File: src/rtl/spi_pkg.sv
// Shared SPI definitions: payload width, mode-0 constants and the master FSM encoding.
package spi_pkg;

   localparam int unsigned SPI_WIDTH = 8;
   localparam int unsigned BIT_CW    = 3;

   localparam logic SPI_CPOL = 1'b0;
   localparam logic SPI_CPHA = 1'b0;

   localparam logic [2:0] ST_IDLE  = 3'd0;
   localparam logic [2:0] ST_LEAD  = 3'd1;
   localparam logic [2:0] ST_XFER  = 3'd2;
   localparam logic [2:0] ST_TRAIL = 3'd3;
   localparam logic [2:0] ST_DONE  = 3'd4;

endpackage

File: src/rtl/spi_sck_gen.sv
// Half-period timer: alternates low/high phases of CLK_DIV cycles and strobes at each phase end.
module spi_sck_gen #(
   parameter int unsigned CLK_DIV = 2
) (
   input  logic clk,
   input  logic rst,
   input  logic en,
   output logic rise_tick,
   output logic fall_tick
);

   localparam int unsigned CW = (CLK_DIV > 1) ? $clog2(CLK_DIV) : 1;
   localparam logic [CW-1:0] LAST = CW'(CLK_DIV - 1);

   logic [CW-1:0] cnt;
   logic          phase;

   // phase 0 = sck low half, phase 1 = sck high half
   always_ff @(posedge clk) begin
      if (rst || !en) begin
         cnt   <= '0;
         phase <= 1'b0;
      end else if (cnt == LAST) begin
         cnt   <= '0;
         phase <= ~phase;
      end else begin
         cnt   <= cnt + 1'b1;
      end
   end

   always_comb begin
      rise_tick = 1'b0;
      fall_tick = 1'b0;
      if (en && (cnt == LAST)) begin
         rise_tick = ~phase;
         fall_tick = phase;
      end
   end

endmodule

File: src/rtl/spi_master.sv
// Mode-0 SPI master: one byte per start, MSB first, fully registered sck/ss/mosi.
module spi_master
   import spi_pkg::*;
#(
   parameter int unsigned CLK_DIV = 2
) (
   input  logic                 clk,
   input  logic                 rst,
   input  logic                 start,
   input  logic [SPI_WIDTH-1:0] din,
   output logic [SPI_WIDTH-1:0] dout,
   output logic                 busy,
   output logic                 done,
   output logic                 ss,
   output logic                 sck,
   output logic                 mosi,
   input  logic                 miso
);

   localparam logic SAMPLE_ON_RISE = (SPI_CPHA == SPI_CPOL);
   localparam logic [BIT_CW-1:0] LAST_BIT = BIT_CW'(SPI_WIDTH - 1);

   logic [2:0]           state_q;
   logic [2:0]           state_d;
   logic [SPI_WIDTH-1:0] tx;
   logic [SPI_WIDTH-1:0] rx;
   logic [BIT_CW-1:0]    bit_cnt;
   logic                 gen_en_c;
   logic                 rise_tick;
   logic                 fall_tick;
   logic                 sample_c;
   logic                 last_c;

   assign gen_en_c = (state_q == ST_LEAD) || (state_q == ST_XFER) || (state_q == ST_TRAIL);
   assign sample_c = SAMPLE_ON_RISE ? rise_tick : fall_tick;
   assign last_c   = (bit_cnt == LAST_BIT);

   spi_sck_gen #(.CLK_DIV(CLK_DIV)) u_sck_gen (
      .clk       (clk),
      .rst       (rst),
      .en        (gen_en_c),
      .rise_tick (rise_tick),
      .fall_tick (fall_tick)
   );

   always_ff @(posedge clk) begin
      if (rst) state_q <= ST_IDLE;
      else     state_q <= state_d;
   end

   // The 9th low->high strobe ends XFER without raising sck; TRAIL ends on the next phase change.
   always_comb begin
      state_d = state_q;
      case (state_q)
         ST_IDLE:  if (start)               state_d = ST_LEAD;
         ST_LEAD:  if (rise_tick)           state_d = ST_XFER;
         ST_XFER:  if (rise_tick && last_c) state_d = ST_TRAIL;
         ST_TRAIL: if (fall_tick)           state_d = ST_DONE;
         ST_DONE:                           state_d = ST_IDLE;
         default:                           state_d = ST_IDLE;
      endcase
   end

   always_ff @(posedge clk) begin
      if (rst) begin
         tx      <= '0;
         rx      <= '0;
         bit_cnt <= '0;
         dout    <= '0;
         ss      <= 1'b1;
         sck     <= SPI_CPOL;
         mosi    <= 1'b0;
         busy    <= 1'b0;
         done    <= 1'b0;
      end else begin
         done <= 1'b0;
         case (state_q)
            ST_IDLE: begin
               if (start) begin
                  tx      <= din;
                  rx      <= '0;
                  bit_cnt <= '0;
                  ss      <= 1'b0;
                  busy    <= 1'b1;
                  mosi    <= din[SPI_WIDTH-1];
               end
            end
            ST_LEAD: begin
               if (rise_tick) sck <= ~SPI_CPOL;
               if (sample_c)  rx  <= {rx[SPI_WIDTH-2:0], miso};
            end
            ST_XFER: begin
               if (rise_tick && !last_c) begin
                  sck     <= ~SPI_CPOL;
                  bit_cnt <= bit_cnt + 1'b1;
               end
               if (sample_c && !last_c) rx <= {rx[SPI_WIDTH-2:0], miso};
               if (fall_tick) begin
                  sck <= SPI_CPOL;
                  if (!last_c) begin
                     tx   <= tx << 1;
                     mosi <= tx[SPI_WIDTH-2];
                  end
               end
            end
            ST_TRAIL: begin
               if (fall_tick) begin
                  done <= 1'b1;
                  ss   <= 1'b1;
                  mosi <= 1'b0;
                  dout <= rx;
               end
            end
            ST_DONE: begin
               busy <= 1'b0;
            end
            default: ;
         endcase
      end
   end

endmodule

File: config.mk
export PLATFORM = sky130hd
export DESIGN_NAME = spi_master
export DESIGN_NICKNAME = d
export VERILOG_FILES = /design/src/rtl/spi_pkg.sv /design/src/rtl/spi_sck_gen.sv /design/src/rtl/spi_master.sv
export SDC_FILE = /design/constraint.sdc
export NUM_CORES = 1
export LEC_CHECK = 0
export CAP_MARGIN = 10
export CORE_MARGIN = 2
export CORE_UTILIZATION = 40
export DETAILED_ROUTE_END_ITERATION = 12
export PLACE_DENSITY = 0.65
export SLEW_MARGIN = 15
export SYNTH_ARGS = -nofsm -noshare
export SYNTH_HDL_FRONTEND = slang
export SYNTH_SLANG_ARGS = --single-unit
File: constraint.sdc
create_clock -name clk -period 2 [get_ports clk]
set_input_delay 0.6 -clock clk [delete_from_list [all_inputs] [get_ports clk]]
set_output_delay 0.6 -clock clk [all_outputs]
set_load 0.02 [all_outputs]
# After elaboration in Yosys (flattened, before gate mapping)
# Index checks and enable logic that the tools add are counted.
# word_totals
ff_bits	36
latch_bits	0
ram_bits	0
mem_bits_ro	0
input_bits	12
output_inout_bits	13
word_cells	88
mem_count	0
# classes
addsub	2
multipliers	0
n_div	0
magnitude_cmp	0
eq_ne	13
n_shift	0
n_mux	33
bitwise	2
reduce_logical	26
# op_table
operator	count
$mux 8	3
$pmux 8 s3	1
$mux 7	3
$mux 3	6
$pmux 7 s2	1
$mux 1	13
$pmux 3 s4	1
$reduce_and 4->1	3
$ne 2x2->1 const B	5
$reduce_and 3->1	3
$reduce_bool 2->1	4
$eq 3x2->1 const B	2
$eq 3x3->1 const B	2
$pmux 1 s2	3
$pmux 3 s2	1
$reduce_bool 3->1	2
$reduce_and 5->1	1
$ne 2x1->1 const B	2
$reduce_and 2->1	2
$reduce_or 2->1	2
$add 3x1->3 const B	1
$eq 3x1->1 const B	1
$logic_and 1x1->1	3
$logic_not 3->1	1
other kinds (6)	10

# Depth between registers and ports, before layout
# depth
word_depth	9
ltp_mapped	7
ltp_nobuf	6

# Cells and area by module
# From an unflattened synthesis, not the netlist that was laid out.
# unflattened
hier_cells	186
hier_area_um2	1615.3
# modules_own_cells
module	instances	cells_each	area_each_um2	seq_area_each_um2
spi_master	1	177	1537.7	680.7
spi_sck_gen	1	9	77.6	40.0

# Least setup slack after synthesis
# OpenSTA, ideal clock, no wires.
# synth_path
path_kind	register to register
from	reg bit_cnt[0]
to	reg tx[3]
setup_time_ns	0.079
arrival_time_ns	1.633
required_time_ns	1.921
slack_ns	0.287
path_stages_with_launch	8
path_buffers	1
synth_period_minus_slack_ns	1.713
cell_sequence	dfxtp_1 > ha_1 > ha_1 > a211oi_1 > a21boi_2 > buf_4 > nor2_1 > a211oi_2
# synth_between
elab_chain_cells	3
# synth_rtl
element	line_no	text
start: declaration	spi_master.sv:27	logic [BIT_CW-1:0] bit_cnt;
start signal: assignment	spi_master.sv:95	bit_cnt <= bit_cnt + 1'b1;
$eq 3x3->1	spi_master.sv:36	assign last_c = (bit_cnt == LAST_BIT);
$ne 2x2->1 (no line)	-	
$reduce_and 4->1 (no line)	-	
end signal: assignment	spi_master.sv:80	tx <= din;
end signal: assignment	spi_master.sv:101	tx <= tx << 1;
end: declaration	spi_master.sv:25	logic [SPI_WIDTH-1:0] tx;
# No other way between the ends.
# A chain may end at the register's enable or synchronous reset.

# Final worst setup path
# layout_path
from	reg ss
to	out ss
# layout_lines
element	line_no	text
start: declaration	spi_master.sv:14	output logic ss,
start signal: assignment	spi_master.sv:70	ss <= 1'b1;
start signal: assignment	spi_master.sv:83	ss <= 1'b0;
start signal: assignment	spi_master.sv:109	ss <= 1'b1;
# No word-level cell between the ends.

==> flow_summary_export.csv <==
group,metric,value,unit
clock_tree,clock_sinks,36,
yosys,synth-xor-area-share,0.556,%
timing,hold_viol_final,0,
timing,max_freq,540,MHz
die,die_h,66.8,um
global_route,grt_usage,16.1,%
placement,dp_cells,229,
drt,wl_per_cell,13.4,um
timing,drv_slew,0,
die,num_io_pins,25,
worst_setup_path,critPathMaxStageDelay,0.62,ns
drt,vias,1251,
worst_setup_path,start_kind,"flip-flop",
drt,ant_nets,0,
global_route,grt-ovfl-total,0,
worst_setup_path,crit_type,"reg -> out",
cells_and_area,fin_util,53.7,%
worst_setup_path,end_kind,"output port",
yosys,synth_area_leaders,"dfxtp_1 (46%), mux2i_1 (10%), nand2b_1 (6.4%), nor2_1 (5.2%), a211oi_1 (2.4%)",
yosys,yosysUniqueCellTypes,39,
yosys,yosysTopAreaCellShare,45.8,%
cells_and_area,syn2layout_area_growth,26.8,%
placement,port_buffers,24,
yosys,ys_async_sr_fraction,0,%
clock_tree,htreeDepth,2,
timing,worst_pin_slew,0.571,ns
timing,final-setup-viol-count,0,
yosys,yosys.area_share.simple,20.3,%
timing,fin_ws,0.148,ns
global_route,antenna_found_initial,0,
timing,period_minus_slack,1.85,ns
worst_setup_path,cp_max_fo,2,
cells_and_area,fin_nets,202,
power,leakage,0.771,nW
status,status,"completed",
drt,drtIter0Drc,44,
global_route,grt_pass1_vias,1254,
worst_setup_path,worstPathCellList,"clkdlybuf4s50_1",
global_route,grt_max_degree,19,
power,power.density,826,nW/um^2
cells_and_area,stdcell_area,2000,um^2
cells_and_area,n_antenna_cell,0,
cells_and_area,final_cell_mix,"dfxtp_1 (36), clkdlybuf4s50_1 (24), nor2_1 (22), mux2i_1 (16), nand2b_1 (16)",
worst_setup_path,path_buf_inv,1,
yosys,synth_top_family_by_area,"simple AND/OR/NAND/NOR gates",
yosys,ys.flop_type,"dfxtp_1",
clock_tree,path_clk_slew,0.07,ns
cells_and_area,finalNonFillerCells,237,
placement,globalplace.congestion,0.781,
clock_tree,holdBufCountCts,0,
power,irDropWorstVdd,0.000552,V
global_route,grt_pass1_wl,5470,um
drt,wl,3170,um
worst_setup_path,cp.required,1.40,ns
placement,place_area,1870,um^2
worst_setup_path,cpLargestDelayFamily,"buffers and inverters",
yosys,synth_compound_area_share,16.7,%
yosys,yosysSeqAreaShare,45.8,%
clock_tree,clk_latency,0.28,ns
placement,dp_hpwl,2200,um
yosys,ys_ff_latch,36,
placement,pre_cts_ws,-0.0764,ns
die,rows,22,
drt,vias_per_cell,5.28,
timing,relSlewSlack,61.9,%
die,die_w,66.8,um
yosys,synthCells,163,
timing,fin_tns_setup,0,ns
clock_tree,clock_path_buffers,2,
cells_and_area,drive_above_1_share,11.6,%
timing,finalCritPeriodShare,92.6,%
hold_path,hold_path_class,"reg -> reg",
yosys,synth-edff-count,0,
yosys,synth-warning-count,0,
die,initial_utilization,42.4,%
yosys,yosysTopAreaCell,"dfxtp_1",
die,dieArea,4460,um^2
worst_setup_path,critPathSlowestCell,"clkdlybuf4s50_1",
clock_tree,cts_setup_buffers,0,
yosys,synth.avg_cell_area,9.66,um^2
clock_tree,cts-root-buf,"clkbuf_8",
timing,fin_skew,0.00466,ns
worst_setup_path,arrival,1.25,ns
die,coreArea,3720,um^2
drt,route.detailed.drc,0,
yosys,synthAdderAreaFrac,1.59,%
clock_tree,cts_made_buffers,5,
cells_and_area,final_common_cell,"dfxtp_1",
yosys,syn-cell-area,1580,um^2
yosys,synthMuxAreaShare,10.2,%
timing,rsz0062_at_grt,"false",
drt,drtPass1Iterations,4,
yosys,syn_nets,177,
run,maxCapViolCount,0,
clock_tree,cts_tree,"done",
-- where the power goes --
part / switching (mW) / internal [mW] / total (mW)
Clock: 0.254 / 0.440 / 0.694
Sequential: 0.0283 / 0.743 / 0.771
Combinational: 0.0882 / 0.0964 / 0.185
-- Yosys cell counts, types with 2 or more instances --
master,n
a221oi_2,2
nand3b_1,2
a211oi_1,5
o32ai_1,2
buf_1,2
nand2b_1,16
a211oi_2,3
nor3_1,3
o21ai_0,2
nor2b_1,2
o22ai_1,6
buf_2,3
inv_1,5
nand3_1,4
nor2_1,22
clkbuf_1,2
dfxtp_1,36
ha_1,2
mux2i_1,16
and2b_1,2
a21oi_1,5
buf_4,4
-- timing repair --
action,4_1_cts,5_1_grt
hold endpoints to repair,0,0
gates resized for setup,0,1
setup endpoints to repair,0,6
-- routing by layer --
layer / GRT usage (%) / vias to the layer above / wire [um]
met2: 27.1 / 29 / 1550
li1: - / 636 / -
met4: 4.59 / 0 / 24
met3: 5.24 / 2 / 134
met1: 19.6 / 584 / 1450
met5: 0 / - / 0
-- per-stage QoR --
step,total power [mW],hold WS [ns]
final,1.65,0.475
after global routing,1.72,0.502
after CTS,1.66,0.479
after detailed placement,0.971,0.468
after global placement,0.964,0.459
after floorplan,0.905,0.445
-- cell type report --
| cell class | count | area [um^2] |
|---|---|---|
| Fill cell | 355 | 1720 |
| Multi-Input combinational cell | 111 | 781 |
| Sequential cell | 36 | 721 |
| Timing Repair Buffer | 29 | 290 |
| Clock buffer | 7 | 96.3 |
| Tap cell | 48 | 60.1 |
| Clock inverter | 1 | 30.0 |
| Inverter | 5 | 18.8 |
-- sequential cells by signal, indices dropped and copies added, names as in the netlist --
signal and flops:
done 1, u_sck_gen.phase 1, rx 8, bit_cnt 3, tx 7, dout 8, ss 1, busy 1
sck 1, u_sck_gen.cnt 1, mosi 1, state_q 3
-- kinds of logic (layout without fill, tap and decap cells) --
family	Yosys count	count (layout)
AOI/OAI and AO/OA	33	33
xor gates and xnor gates	1	1
adders and majority gates	2	2
buffers and inverters	16	42
DFF	36	36
muxes	16	16
and+or+nand+nor	59	59
-- worst paths after layout --
check | start | end | slack, ns | cells past startpoint
max reg2reg | bit_cnt[0]$_SDFFE_PP0P_ | bit_cnt[0]$_SDFFE_PP0P_ | 0.16 | 6
min | busy$_SDFFE_PP0P_ | busy$_SDFFE_PP0P_ | 0.47 | 2
max | ss$_SDFFE_PP1P_ | ss | 0.15 | 1
min reg2reg | busy$_SDFFE_PP0P_ | busy$_SDFFE_PP0P_ | 0.47 | 2
Power figures use the tool's default switching activity.
